[src/rtl/decode_stage_hzd.sv]
// -----------------------------------------------------------------------------
// decode_stage_hzd
//   Instruction-decode stage with its ID/EX pipeline register for the 20-bit
//   ISA core. It holds the architectural register file (with write-through
//   bypass from writeback), detects load-use hazards against the instruction
//   sitting in EX, and steers the ID/EX register through flush, hold, bubble
//   or normal advance. Two saturating counters record bubbles and flushes.
//   Control decode and immediate extension live upstream and arrive on
//   ctrl_d / imm_d.
// -----------------------------------------------------------------------------
module decode_stage_hzd #(
  parameter int DATA_W  = 22,
  parameter int INSTR_W = 20,
  parameter int REG_AW  = 3,
  parameter int RD_W    = 5,
  parameter int RS1_LSB = 11,
  parameter int RS2_LSB = 8,
  parameter int RD_LSB  = 0,
  parameter int CNT_W   = 16
) (
  input  logic              clk,
  input  logic              rst,
  // decode-side instruction
  input  logic [INSTR_W-1:0] instr_d,
  input  logic              valid_d,
  input  logic [DATA_W-1:0] pc_d,
  input  logic [DATA_W-1:0] pcplus_d,
  input  logic [7:0]        ctrl_d,
  input  logic [DATA_W-1:0] imm_d,
  // writeback port
  input  logic              we_w,
  input  logic [RD_W-1:0]   rd_w,
  input  logic [DATA_W-1:0] wd_w,
  // pipeline control
  input  logic              flush_e,
  input  logic              stall_ext,
  output logic              stall_d,
  // ID/EX register
  output logic              valid_e,
  output logic [7:0]        ctrl_e,
  output logic [DATA_W-1:0] rd1_e,
  output logic [DATA_W-1:0] rd2_e,
  output logic [DATA_W-1:0] imm_e,
  output logic [REG_AW-1:0] rs1_e,
  output logic [REG_AW-1:0] rs2_e,
  output logic [RD_W-1:0]   rd_e,
  output logic [DATA_W-1:0] pc_e,
  output logic [DATA_W-1:0] pcplus_e,
  // performance counters
  output logic [CNT_W-1:0]  hazard_cnt,
  output logic [CNT_W-1:0]  flush_cnt
);

  localparam int NUM_REGS      = 2 ** REG_AW;
  // Bit positions inside the control byte
  // {ALUCtl[2:0], Branch, ResultSrc(load), MemWrite, ALUSrc, RegWrite}
  localparam int CTRL_LOAD     = 3;
  localparam int CTRL_REGWRITE = 0;

  // Everything the ID/EX register carries, kept together so hold/load/clear
  // can be expressed as one assignment.
  typedef struct packed {
    logic              valid;
    logic [7:0]        ctrl;
    logic [DATA_W-1:0] rd1;
    logic [DATA_W-1:0] rd2;
    logic [DATA_W-1:0] imm;
    logic [REG_AW-1:0] rs1;
    logic [REG_AW-1:0] rs2;
    logic [RD_W-1:0]   rd;
    logic [DATA_W-1:0] pc;
    logic [DATA_W-1:0] pcplus;
  } id_ex_t;

  // ---------------------------------------------------------------------------
  // Instruction field extraction
  // ---------------------------------------------------------------------------
  logic [REG_AW-1:0] rs1_d;
  logic [REG_AW-1:0] rs2_d;
  logic [RD_W-1:0]   rd_d;
  logic              unused_instr;

  assign rs1_d = instr_d[RS1_LSB +: REG_AW];
  assign rs2_d = instr_d[RS2_LSB +: REG_AW];
  assign rd_d  = instr_d[RD_LSB  +: RD_W];
  // Opcode/funct bits are decoded upstream; only the register fields matter here.
  assign unused_instr = ^instr_d;

  // ---------------------------------------------------------------------------
  // Register file
  // ---------------------------------------------------------------------------
  logic [DATA_W-1:0] rf_q [NUM_REGS];
  logic [REG_AW-1:0] wb_idx;
  logic              wb_en;
  logic [DATA_W-1:0] rd1_d;
  logic [DATA_W-1:0] rd2_d;

  // A destination whose upper bits are set names a register outside this file
  // and is ignored, as is register 0.
  assign wb_idx = rd_w[REG_AW-1:0];
  assign wb_en  = we_w && (rd_w != '0) && ((rd_w >> REG_AW) == '0);

  // Register file storage: writeback commit on the rising edge.
  // NOTE: the array is cleared by reset on purpose -- software may read any
  // register before writing it and must see zero; a RAM macro could not do this.
  always_ff @(posedge clk or negedge rst) begin
    if (!rst) begin
      for (int i = 0; i < NUM_REGS; i++) begin
        rf_q[i] <= '0;
      end
    end else if (wb_en) begin
      // NOTE: state is updated with <= so every flop samples pre-edge values;
      // a blocking = here would make ordering between blocks matter.
      rf_q[wb_idx] <= wd_w;
    end
  end

  // Combinational read ports with write-through bypass from writeback.
  always_comb begin
    // NOTE: every output of this block gets a value before any condition is
    // tested, so no path can leave it unassigned and infer a latch.
    rd1_d = rf_q[rs1_d];
    rd2_d = rf_q[rs2_d];
    if (rs1_d == '0) begin
      rd1_d = '0;
    end else if (wb_en && (wb_idx == rs1_d)) begin
      rd1_d = wd_w;
    end
    if (rs2_d == '0) begin
      rd2_d = '0;
    end else if (wb_en && (wb_idx == rs2_d)) begin
      rd2_d = wd_w;
    end
  end

  // ---------------------------------------------------------------------------
  // Load-use hazard detection
  // ---------------------------------------------------------------------------
  id_ex_t ex_q;
  id_ex_t ex_d;
  logic   ex_is_load;
  logic   rs1_hit;
  logic   rs2_hit;
  logic   haz;

  // A load that writes a register is the only EX producer that cannot forward
  // in time; the source indices are widened to the destination field width so
  // an out-of-file destination never aliases a real register.
  assign ex_is_load = ex_q.valid && ex_q.ctrl[CTRL_LOAD] && ex_q.ctrl[CTRL_REGWRITE];
  assign rs1_hit    = (ex_q.rd == RD_W'(rs1_d));
  assign rs2_hit    = (ex_q.rd == RD_W'(rs2_d));
  assign haz        = valid_d && ex_is_load && (ex_q.rd != '0) && (rs1_hit || rs2_hit);

  // A flush discards the decode instruction anyway, so it never holds fetch.
  assign stall_d = !flush_e && (haz || stall_ext);

  // ---------------------------------------------------------------------------
  // ID/EX next-state selection
  // ---------------------------------------------------------------------------
  logic flush_evt;
  logic bubble_evt;

  // Priority: flush, external hold, load-use bubble, normal advance.
  always_comb begin
    ex_d       = ex_q;
    flush_evt  = 1'b0;
    bubble_evt = 1'b0;
    if (flush_e) begin
      ex_d      = '0;
      flush_evt = 1'b1;
    end else if (stall_ext) begin
      ex_d = ex_q;
    end else if (haz) begin
      // Data fields hold; only the validity/control are killed.
      ex_d.valid = 1'b0;
      ex_d.ctrl  = '0;
      bubble_evt = 1'b1;
    end else begin
      ex_d.valid  = valid_d;
      ex_d.ctrl   = valid_d ? ctrl_d : 8'h00;
      ex_d.rd1    = rd1_d;
      ex_d.rd2    = rd2_d;
      ex_d.imm    = imm_d;
      ex_d.rs1    = rs1_d;
      ex_d.rs2    = rs2_d;
      ex_d.rd     = rd_d;
      ex_d.pc     = pc_d;
      ex_d.pcplus = pcplus_d;
    end
  end

  // ID/EX pipeline register.
  always_ff @(posedge clk or negedge rst) begin
    if (!rst) begin
      ex_q <= '0;
    end else begin
      ex_q <= ex_d;
    end
  end

  // ---------------------------------------------------------------------------
  // Saturating performance counters
  // ---------------------------------------------------------------------------
  logic [CNT_W-1:0] hazard_cnt_q;
  logic [CNT_W-1:0] flush_cnt_q;

  // Count bubbles and flushes, sticking at all-ones instead of wrapping.
  always_ff @(posedge clk or negedge rst) begin
    if (!rst) begin
      hazard_cnt_q <= '0;
      flush_cnt_q  <= '0;
    end else begin
      if (bubble_evt && (hazard_cnt_q != '1)) begin
        hazard_cnt_q <= hazard_cnt_q + CNT_W'(1);
      end
      if (flush_evt && (flush_cnt_q != '1)) begin
        flush_cnt_q <= flush_cnt_q + CNT_W'(1);
      end
    end
  end

  // ---------------------------------------------------------------------------
  // Output mapping
  // ---------------------------------------------------------------------------
  assign valid_e    = ex_q.valid;
  assign ctrl_e     = ex_q.ctrl;
  assign rd1_e      = ex_q.rd1;
  assign rd2_e      = ex_q.rd2;
  assign imm_e      = ex_q.imm;
  assign rs1_e      = ex_q.rs1;
  assign rs2_e      = ex_q.rs2;
  assign rd_e       = ex_q.rd;
  assign pc_e       = ex_q.pc;
  assign pcplus_e   = ex_q.pcplus;
  assign hazard_cnt = hazard_cnt_q;
  assign flush_cnt  = flush_cnt_q;

endmodule

[config.mk]
export PLATFORM = sky130hd
export DESIGN_NAME = decode_stage_hzd
export DESIGN_NICKNAME = d
export VERILOG_FILES = /design/src/rtl/decode_stage_hzd.sv
export SDC_FILE = /design/constraint.sdc
export NUM_CORES = 1
export LEC_CHECK = 0
export BUFFER_PORTS_ARGS = -buffer_cell sky130_fd_sc_hd__buf_2
export CAP_MARGIN = 10
export CORE_AREA = 2 2 180 182
export DETAILED_ROUTE_END_ITERATION = 16
export DIE_AREA = 0 0 182 184
export GPL_TIMING_DRIVEN = 0
export PLACE_DENSITY = 0.79
export SYNTH_ARGS = -nofsm -noshare
export SYNTH_HDL_FRONTEND = slang
export SYNTH_SLANG_ARGS = --single-unit
[constraint.sdc]
create_clock -name clk -period 3.3 [get_ports clk]
set_input_delay 0.99 -clock clk [delete_from_list [all_inputs] [get_ports clk]]
set_output_delay 0.99 -clock clk [all_outputs]
set_load 0.03 [all_outputs]
==> impl_metrics.env <==
export IMPL_fmax_mhz=309.8
export IMPL_yosys_warnings=0
export IMPL_cts_buffer_depth=3
export IMPL_synth_distinct_cells=44
export IMPL_ys_seq_elements=338
export IMPL_critPathArrivalTime_ps=2240
export IMPL_rsz0062_at_grt="false"
export IMPL_wirelength_mm=42.48
export IMPL_ioPinCount=290
export IMPL_drc_errors=0
export IMPL_die_area_um2=33490
export IMPL_synth_edff_count=0
export IMPL_cts_root_buf="clkbuf_16"
export IMPL_layout_cells_non_filler=1805
export IMPL_total_power_mw=11.64
export IMPL_wl_per_cell_um=23.54
export IMPL_syn_to_final_growth_pct=21.40
export IMPL_numCtsBuffers=38
export IMPL_path_class="in2out"
export IMPL_fin_util_pct=61.20
export IMPL_yosys_top_cells_count="dfrtp_1, mux2_2, mux4_2, a22o_1, mux2i_1"
export IMPL_power_leakage_nw=9.082
export IMPL_maxSlewViolCount=0
export IMPL_via_per_inst=5.999
export IMPL_fin_area_um2=19210
export IMPL_cts_clk_slew_worst_paths_ps=60
export IMPL_min_period_ps=3228
export IMPL_dp_hpwl_mm=28.89
export IMPL_ys_async_sr_fraction_pct=100.0
export IMPL_swShare_pct=27.28
export IMPL_antenna_found_initial=6
export IMPL_reg2regPathDepth=7
export IMPL_grt_pass1_wl_mm=65.14
export IMPL_netlist_area_leader_share_pct=53.45
export IMPL_initial_utilization_pct=50.41
export IMPL_p_per_area_nw_per_um2=606.0
export IMPL_crit_required_ps=2310
export IMPL_met2_length_mm=21.10
export IMPL_synth_nets=1178
export IMPL_startpoint_type="input pin"
export IMPL_crit_chain="clkbuf_2 -> xnor2_1 -> nand3_2 -> a21bo_2 -> a21oi_4 -> buf_12 -> buf_4"
export IMPL_seq_power_share_pct=43.3
export IMPL_gr_total_overflow=0
export IMPL_num_vias=10830
export IMPL_avgSynthCellArea_um2=15.08
export IMPL_synth_top_cell_by_area="dfrtp_1"
export IMPL_post_route_period_util_pct=97.81
export IMPL_ir_drop_v=0.0003641
export IMPL_dr_pass1_iters=7
export IMPL_synth_ff_type="dfrtp_1"
export IMPL_timing_hold_ws_ps=479.5
export IMPL_drive_above_1_share_pct=49.36
export IMPL_core_area_um2=31390
export IMPL_p_sw_mw=3.176
export IMPL_setup_viol=0
export IMPL_syn_area_um2=15820
export IMPL_critPathMaxStageDelay_ps=260
export IMPL_ff2ff_setup_slack_ps=870
export IMPL_skew_ps=20.81
export IMPL_routed_top_layer="met5"
export IMPL_synthCells=1049
export IMPL_yosys_cell_count_top_type="dfrtp_1"
export IMPL_worst_pin_slew_ps=1018
export IMPL_cp_top_family="buffers and inverters"
export IMPL_seqCellArea_um2=8458
export IMPL_grt_max_degree=121
export IMPL_wl_met1_mm=16.83
export IMPL_synth_seq_area_share_pct=53.45
export IMPL_wl_met3_mm=3.266
export IMPL_drt_iter0_markers=764
export IMPL_nNetsFinal=1499
export IMPL_dpl_cell_area_um2=17770
export IMPL_rows=65
export IMPL_die_w_um=182
export IMPL_crit_buf_inv=3
export IMPL_worst_slack_ps=72.28
export IMPL_hp_class="in2async"
export IMPL_portBuffers=274
export IMPL_htreeDepth=2
export IMPL_cp_end_kind="output pin"
export IMPL_r2r_end="rd2_e[14]"
export IMPL_power_frac_clock_pct=38.9
export IMPL_hold_violations=0
export IMPL_synth_area_leaders="dfrtp_1, mux2_2, mux4_2"
export IMPL_outcome="finished clean"
export IMPL_worstPathMaxFanout=4
export IMPL_cts_tree="yes"
export IMPL_grt_pass1_vias=11230
export IMPL_crit_path_top_delay_cell="a21bo_2"
export IMPL_ant_nets=0
export IMPL_clock_sinks=338
export IMPL_post_place_ws_ps=-782.4
export IMPL_clk_latency_ps=540
export IMPL_dp_cells=1727
export IMPL_grt_total_usage_pct=25.30
export IMPL_multiInputGateArea_um2=6853
export IMPL_max_slew_margin_pct=31.27
export IMPL_max_cap_viol_count=0
export IMPL_gp_congestion=0.8301
export IMPL_die_h_um=184
export IMPL_timing_rr_start="rd_e[4]"
export IMPL_setup_tns_ps=0
export IMPL_p_int_mw=8.466
export IMPL_fill_cells=2374
export IMPL_p_comb_share_pct=17.8
-- power by group through the flow --
stage,Clock (mW),Sequential (mW),Combinational [mW]
6_report,4.52,5.04,2.07
5_1_grt,4.77,5.10,2.22
4_1_cts,4.59,5.03,2.09
3_5_place_dp,0,5.09,2.06
3_3_place_gp,0,5.04,2.00
2_1_floorplan,0,5.28,1.16
-- cell type report --
cell class              count  share of cell area (%)
diodes                      5                 0.06513
plain buffers             101                   2.761
clock buffers              49                   5.536
clock inverters            19                   1.498
inverters                   5                 0.09769
multi-input cells         604                   35.67
flip-flops and latches    338                   44.03
well taps                 402                   2.618
repair buffers            282                   7.724
-- layout by cell type (no fill, tap or decap), types with 3 or more instances in the layout --
cell        Yosys  layout
a22o_1         78      78
a32o_1          8       8
and2_1          5       5
and3_1         14      14
and4_1          3       3
buf_1          13      13
buf_2          25     294
buf_4          16      23
buf_6           5       6
bufinv_16       0       6
clkbuf_1       43      46
clkbuf_16       0      39
clkbuf_8        0       5
clkinv_2        0       5
clkinvlp_4      0       4
dfrtp_1       338     338
diode_2         0       5
inv_1           5       5
mux2_2        199     199
mux2i_1        45      45
mux4_2         88      88
nand2_1        11      11
nand3_1        16      14
nand4_1        14      14
nor2_1          9       9
nor2b_1         4       4
nor3_1          4       4
o2bb2ai_1      44      44
xnor2_1        32      32
xor2_1          4       4
-- worst max-delay path by stage --
stage | startpoint | to | slack (ps) | cells after the start
finish | instr_d[12] | stall_d | 70 | 7
detailed placement | instr_d[12] | stall_d | -780 | 8
global placement | rst | pc_e[11] | -5150 | 1
global route | instr_d[12] | stall_d | 20 | 7
CTS | instr_d[8] | stall_d | 30 | 7
floorplan | instr_d[11] | stall_d | 8 | 7
-- flip-flops by register name, indices dropped and copies added, names as in the netlist --
name and cells:
pc_e 22, hazard_cnt 16, rd1_e 22, pcplus_e 22, rs2_e 3, imm_e 22, rf_q 176, ctrl_e 8
rd2_e 22, flush_cnt 16, valid_e 1, rd_e 5, rs1_e 3
-- layer usage --
metal  global-route usage (%)  vias to the layer above
met2                    43.05                      456
met3                    5.784                       79
met1                    31.88                     5616
met5                        0                        -
li1                         -                     4676
met4                    9.290                        2
-- kinds of logic (layout without fill, tap and decap cells) --
| group | after synthesis | in the layout | share of synthesized area, % |
|---|---|---|---|
| other cells | 0 | 5 | 0 |
| xor+xnor | 36 | 36 | 1.993 |
| simple gates | 88 | 88 | 3.147 |
| fa+ha+maj | 2 | 2 | 0.1581 |
| compound gates | 144 | 144 | 8.223 |
| flops | 338 | 338 | 53.45 |
| mux | 334 | 334 | 29.67 |
| buf+inv | 107 | 456 | 3.353 |
-- what timing repair did --
item,CTS,global route
setup endpoints to repair,1,1
resized for setup,11,1
pin swaps,2,2
hold buffers,0,0
buffers inserted,3,3
Note: power is estimated with default switching activity, not from simulation.
